--- src/rtl/lsu_mem_bridge.sv ---
// Load/store bridge between the memory-access stage and a single-port data memory.
// One request in flight; accesses straddling an 8-byte line are split into several memory beats.
module lsu_mem_bridge (
  input  logic        clock,
  input  logic        reset_n,
  input  logic        req_valid,
  output logic        req_ready,
  input  logic        req_we,
  input  logic [63:0] req_addr,
  input  logic [1:0]  req_size,
  input  logic        req_signed,
  input  logic [63:0] req_wdata,
  output logic        resp_valid,
  input  logic        resp_ready,
  output logic [63:0] resp_rdata,
  output logic        mem_rd_en,
  output logic [63:0] mem_rd_addr,
  input  logic [63:0] mem_rd_data,
  output logic        mem_we_en,
  output logic [63:0] mem_we_addr,
  output logic [63:0] mem_we_data,
  output logic [7:0]  mem_we_mask
);

  localparam logic [2:0] S_IDLE = 3'd0;
  localparam logic [2:0] S_RD0  = 3'd1;
  localparam logic [2:0] S_RD1  = 3'd2;
  localparam logic [2:0] S_WR   = 3'd3;
  localparam logic [2:0] S_RESP = 3'd4;

  logic [2:0]  state;
  logic [63:0] addr_q;
  logic [1:0]  size_q;
  logic        signed_q;
  logic        we_q;
  logic [63:0] wdata_q;
  logic [63:0] lo_q;
  logic [63:0] hi_q;
  logic [2:0]  k_q;

  logic        accept;
  logic [2:0]  off;
  logic [3:0]  nbytes;
  logic [2:0]  last_k;
  logic        crossing;
  logic [63:0] base_addr;

  assign accept    = req_valid && req_ready;
  assign off       = addr_q[2:0];
  assign nbytes    = 4'd1 << size_q;
  assign last_k    = 3'(nbytes - 4'd1);
  assign crossing  = ({1'b0, off} + nbytes) > 4'd8;
  assign base_addr = {addr_q[63:3], 3'b000};

  // Buffers and counter are ordinary registers, so they are cleared along with the state.
  always_ff @(posedge clock or negedge reset_n) begin
    if (!reset_n) begin
      state    <= S_IDLE;
      addr_q   <= '0;
      size_q   <= '0;
      signed_q <= 1'b0;
      we_q     <= 1'b0;
      wdata_q  <= '0;
      lo_q     <= '0;
      hi_q     <= '0;
      k_q      <= '0;
    end else begin
      // NOTE: non-blocking assignments keep every register update in this block
      // based on pre-edge values, independent of statement order.
      case (state)
        S_IDLE: begin
          if (accept) begin
            addr_q   <= req_addr;
            size_q   <= req_size;
            signed_q <= req_signed;
            we_q     <= req_we;
            wdata_q  <= req_wdata;
            k_q      <= '0;
            state    <= req_we ? S_WR : S_RD0;
          end
        end
        S_RD0: begin
          lo_q  <= mem_rd_data;
          state <= crossing ? S_RD1 : S_RESP;
        end
        S_RD1: begin
          hi_q  <= mem_rd_data;
          state <= S_RESP;
        end
        S_WR: begin
          if (!crossing || (k_q == last_k)) begin
            state <= S_RESP;
          end else begin
            k_q <= k_q + 3'd1;
          end
        end
        S_RESP: begin
          if (resp_ready) state <= S_IDLE;
        end
        default: state <= S_IDLE;
      endcase
    end
  end

  // Load assembly: pick n bytes starting at the access offset out of {high, low}.
  logic [127:0] pair;
  logic [63:0]  raw;
  logic [63:0]  load_ext;
  logic [3:0]   idx;

  assign pair = {hi_q, lo_q};

  always_comb begin
    // NOTE: every variable gets a default before any branch so no latch is inferred.
    raw = '0;
    idx = '0;
    for (int i = 0; i < 8; i++) begin
      idx = 4'({1'b0, off} + 4'(i));
      raw[8*i +: 8] = pair[{idx, 3'b000} +: 8];
    end
  end

  always_comb begin
    load_ext = '0;
    case (size_q)
      2'd0:    load_ext = {{56{signed_q & raw[7]}},  raw[7:0]};
      2'd1:    load_ext = {{48{signed_q & raw[15]}}, raw[15:0]};
      2'd2:    load_ext = {{32{signed_q & raw[31]}}, raw[31:0]};
      default: load_ext = raw;
    endcase
  end

  logic [7:0] size_mask;

  always_comb begin
    size_mask = 8'h00;
    case (size_q)
      2'd0:    size_mask = 8'h01;
      2'd1:    size_mask = 8'h03;
      2'd2:    size_mask = 8'h0F;
      default: size_mask = 8'hFF;
    endcase
  end

  // Outputs decode from state alone, so an asynchronous reset silences the memory at once.
  always_comb begin
    req_ready   = 1'b0;
    resp_valid  = 1'b0;
    resp_rdata  = '0;
    mem_rd_en   = 1'b0;
    mem_rd_addr = '0;
    mem_we_en   = 1'b0;
    mem_we_addr = '0;
    mem_we_data = '0;
    mem_we_mask = 8'h00;
    case (state)
      S_IDLE: req_ready = 1'b1;
      S_RD0: begin
        mem_rd_en   = 1'b1;
        mem_rd_addr = base_addr;
      end
      S_RD1: begin
        mem_rd_en   = 1'b1;
        mem_rd_addr = base_addr + 64'd8;
      end
      S_WR: begin
        mem_we_en = 1'b1;
        if (crossing) begin
          mem_we_addr = addr_q + {61'b0, k_q};
          mem_we_data = {56'b0, wdata_q[{k_q, 3'b000} +: 8]};
          mem_we_mask = 8'h01;
        end else begin
          mem_we_addr = addr_q;
          mem_we_data = wdata_q;
          mem_we_mask = size_mask;
        end
      end
      S_RESP: begin
        resp_valid = 1'b1;
        resp_rdata = we_q ? 64'd0 : load_ext;
      end
      default: ;
    endcase
  end

endmodule

--- config.mk ---
export PLATFORM = sky130hd
export DESIGN_NAME = lsu_mem_bridge
export DESIGN_NICKNAME = d
export VERILOG_FILES = /design/src/rtl/lsu_mem_bridge.sv
export SDC_FILE = /design/constraint.sdc
export NUM_CORES = 1
export LEC_CHECK = 0
export ABC_AREA = 1
export CAP_MARGIN = 20
export CORE_AREA = 2 2 204 226
export DETAILED_ROUTE_END_ITERATION = 8
export DIE_AREA = 0 0 206 228
export PLACE_DENSITY = 0.77
export SLEW_MARGIN = 20
export SYNTH_ARGS = -nofsm -noshare
export SYNTH_HDL_FRONTEND = slang
export SYNTH_SLANG_ARGS = --single-unit
--- constraint.sdc ---
create_clock -name clock -period 4.46 [get_ports clock]
set_input_delay 0.892 -clock clock [delete_from_list [all_inputs] [get_ports clock]]
set_output_delay 0.892 -clock clock [all_outputs]
set_load 0.02 [all_outputs]
==> flow_summary.rst <==
.. list-table::
   :header-rows: 1

   * - Metric
     - Value
   * - Status
     - finished, final reports clean
   * - Hold violation count in the final report
     - 0
   * - Post-Route Setup TNS
     - 0 ns
   * - Number of synthesized flops with an enable pin
     - 0
   * - Signal arrival time at the worst endpoint
     - roughly 3.5 ns
   * - Crit path largest cell delay
     - 0.64 ns
   * - Top cell by count, worst path
     - nand2_1
   * - Layout overhead on the synthesized area
     - 32.53%
   * - Remaining Overflow, GRT
     - 0
   * - Post-detailed-placement half-perimeter wirelength
     - roughly 63000 microns
   * - Maximum frequency from static timing analysis
     - between 200 and 250 MHz
   * - Clock buffers created by TritonCTS
     - 31
   * - Wire length of the first global-routing pass
     - around 120000 microns
   * - H-tree depth
     - 1
   * - Layout cell share with drive strength beyond 1
     - 0.06745
   * - Setup skew after layout
     - 0.01086 ns
   * - Core Area
     - between 40000 and 50000 sq um
   * - Post-layout utilization of the core
     - 0.5596
   * - Final Setup Violations
     - 0
   * - Overall die height
     - between 200 and 250 microns
   * - Kind of end point of the critical path
     - output port
   * - I/O Pins
     - between 400 and 500
   * - Post-CTS clock slew at the launch and capture registers of the worst setup and hold paths
     - approximately 0.06 ns
   * - Antenna-violating nets left
     - 0
   * - Vias in the first global route
     - slightly above 20000
   * - Depth of the worst register-to-register path
     - 8
   * - DIE AREA
     - 46970 sq um
   * - Final net count
     - between 3000 and 4000
   * - Final wirelength
     - roughly 84000 microns
   * - Worst slew margin relative to its limit
     - 0.3141
   * - Worst IR Drop VDD
     - 0.3894 mV
   * - Type of the worst min-delay path
     - input port to async pin
   * - Mean area per synthesized cell
     - around 6.3 sq um
   * - Clock Path Buffers
     - 3
   * - Routed met2 length
     - around 37000 microns
   * - Initial antenna violation count
     - 6
   * - Post-synthesis async set-or-reset flop share
     - 1.000
   * - Total Power Consumption
     - between 15 and 20 mW
   * - Total length of routed met3 wires
     - roughly 9200 microns
   * - Worst setup path category
     - flip-flop to output port
   * - Count of clock tree sinks
     - between 200 and 300
   * - Cell accounting for the most synthesized area
     - dfrtp_1
   * - Leakage power total
     - 12.72 nW
   * - Syn Inst Count
     - about 3000
   * - Worst-case register-to-register setup slack
     - about 1.9 ns
   * - Power Dens Cells
     - 697.3 nW/um^2
   * - Initial cell density of the core
     - 0.4222
   * - Number of DRC violations after detailed routing
     - 0
   * - Post-synthesis cell area
     - between 15000 and 20000 sq um
   * - Row count
     - ~80
   * - Routability Congestion
     - approximately 1.1
   * - Element type at the critical path start
     - flip-flop
   * - Largest net degree at the start of global routing
     - 115
   * - Root buf cell
     - clkbuf_16
   * - Highest metal layer with signal wires
     - met5
   * - Number of iterations in the first detailed-routing pass
     - 6
   * - RSZ-0062 raised after global routing
     - true
   * - Synth unique cells
     - 45
   * - Area contributors post-synth
     - dfrtp_1 34%, nand2_1 20%, o21ai_0 12%, nor2_1 6.6%, inv_1 5.4%
   * - Share of the cycle needed by the critical path after routing
     - 0.9936
   * - Slew @ Worst Pin
     - 1.029 ns
   * - Share of the synthesized area in the top cell type
     - 0.3403
   * - Fillers
     - ~4400
   * - Required time of the critical path
     - 3.57 ns
   * - Critical-path maximum fanout
     - 47
   * - Die Width
     - roughly 210 microns
   * - DR WL/cell
     - 21.02 microns
   * - Number of violations of the max-capacitance limit
     - 0
   * - Flip-flop and latch count after synthesis
     - roughly 260
   * - Shortest clock period the worst path allows after layout
     - roughly 4.4 ns
   * - Worst skew pair latency
     - roughly 0.60 ns
   * - Post-synthesis sequential area ratio
     - 0.3403
   * - First-iteration detailed-routing DRC count
     - 2360
   * - Predominant post-synthesis flop cell
     - dfrtp_1
   * - Clock tree from TritonCTS
     - yes
   * - Sum of routed wire segments on met1
     - roughly 32000 microns
   * - Critical-path cell with the highest stage delay
     - clkdlybuf4s50_1
   * - Final Max Tran Viols
     - 0
   * - Tot GR Track Use
     - 0.3482
   * - Count of buffers from port buffering
     - about 460
   * - Detailed-route via count
     - 22329
   * - Crit-path cells
     - inv_4 > nand3_1 > nand2_1 > inv_1 > ha_1 > inv_1 > nand2_1 > o21ai_2 > nand2_4 > buf_16 > nand2_1 > nand2_1 > a21oi_2 > clkdlybuf4s50_1
   * - Yosys warning count
     - 0
   * - Vias per Instance
     - around 5.6
   * - Count of hold-fix buffers inserted at cts
     - 0
==> cells in the final DEF (no fill, tap or decap), types with 6 or more instances in the layout <==
master	synthesis	routed
o211ai_1	26	26
buf_4	14	49
a31oi_1	6	6
clkbuf_2	1	44
dfrtp_1	258	255
clkbuf_16	0	32
clkinv_2	0	6
xor2_1	59	58
inv_2	6	6
nand4_1	20	20
nor2_2	5	14
nor2_1	334	322
clkdlybuf4s50_1	0	326
nor3_1	8	8
clkbuf_8	0	10
nand2_2	7	8
nand3_1	160	158
o21ai_1	13	15
a21oi_1	89	87
dlymetal6s2s_1	0	62
clkdlybuf4s15_1	0	18
clkinv_1	6	6
dlygate4sd2_1	0	12
nand2_1	1005	1004
inv_1	274	270
or2_2	16	16
o21ai_0	453	450
mux2i_1	35	35
o22ai_1	23	23
==> worst max-delay path: cells and delay by family, from the launching register on <==
kind / cells / cell delay [ns]
flip-flops: 1 / 0.44
buffers and inverters: 5 / 1.12
adder cells (fa/ha/maj): 1 / 0.18
AND/OR/NAND/NOR: 6 / 0.68
AO/OA/AOI/OAI: 2 / 0.52
==> path summary, 6_finish.rpt <==
check | start | to
worst max-delay path | size_q[1] | mem_we_addr[1]
worst min-delay path | reset_n | hi_q[36]
worst max register to register | state[2] | state[1]
worst min register to register | lo_q[7] | lo_q[7]
max in group asynchronous | reset_n | wdata_q[57]
min in group clock | lo_q[7] | lo_q[7]
==> logic make-up (layout without fill, tap and decap cells) <==
| family | count (synthesis) | count (layout) | synth area share |
|---|---|---|---|
| AND/OR/NAND/NOR | 1566 | 1566 | 0.3296 |
| AO/OA/AOI/OAI | 627 | 627 | 0.1739 |
| buffers and inverters | 472 | 868 | 0.1042 |
| flip-flops | 258 | 258 | 0.3403 |
| XOR/XNOR | 60 | 60 | 0.02770 |
| multiplexers | 35 | 35 | 0.01846 |
| adder cells (fa/ha/maj) | 8 | 8 | 0.005671 |
| other | 1 | 7 | 0.0001976 |
==> what timing repair did <==
action	4_1_cts	5_1_grt
setup buffers	0	4
gates cloned	0	1
gates resized for setup	88	196
endpoints found under the setup margin	162	138
==> routing by layer <==
layer	track usage	vias up
li1	-	10401
met1	0.4511	10217
met2	0.5386	1409
met3	0.06700	296
met4	0.2033	6
met5	0	-
==> flip-flops by register name (all words and copies together), names as in the netlist <==
signal,cells
hi_q,56
addr_q,64
wdata_q,64
lo_q,64
we_q,1
size_q,2
k_q,3
signed_q,1
state,3
==> cell type report <==
type | count | area, sq um | area share
Inverter | 287 | 1095 | 0.04354
Antenna cell | 4 | 10.01 | 0.0003980
Clock inverter | 14 | 132.6 | 0.005274
Clock buffer | 43 | 910.9 | 0.03622
Sequential cell | 258 | 6462 | 0.2570
Tap cell | 588 | 735.7 | 0.02926
Timing Repair Buffer | 524 | 5155 | 0.2050
Multi-Input combinational cell | 2299 | 10650 | 0.4233
==> report_power, final <==
part / switching (mW) / internal [mW]
sequential: 1.12 / 3.49
clock: 1.11 / 1.49
combinational: 6.87 / 3.47
==> stage by stage <==
step | hold WS (ns) | setup slack, ns | cells | cell area (sq um)
2_1_floorplan | 0.4479 | 0.8258 | 3029 | 18980
3_3_place_gp | 0.4654 | 0.3934 | 3951 | 23980
3_5_place_dp | 0.4657 | 0.3333 | 3951 | 23980
4_1_cts | 0.3971 | -0.1320 | 4008 | 24980
5_1_grt | 0.4231 | -0.1064 | 4016 | 25140
6_report | 0.3372 | 0.02869 | 4017 | 25150
==> synthesized netlist by cell type (all sizes together), types with 2 or more instances <==
library cell,n
dfrtp,258
xor2,59
nor3,8
o211ai,26
o22ai,23
nand3,160
a31oi,6
clkbuf,93
or2,16
a211oi,2
clkinv,6
ha,7
nand4,20
nand2,1013
and2,5
buf,92
mux2i,35
o32ai,2
o21ai,470
nor2,341
o211a,2
nand3b,3
inv,281
a311oi,2
a21oi,89
Note: power is estimated with default switching activity, not from simulation.
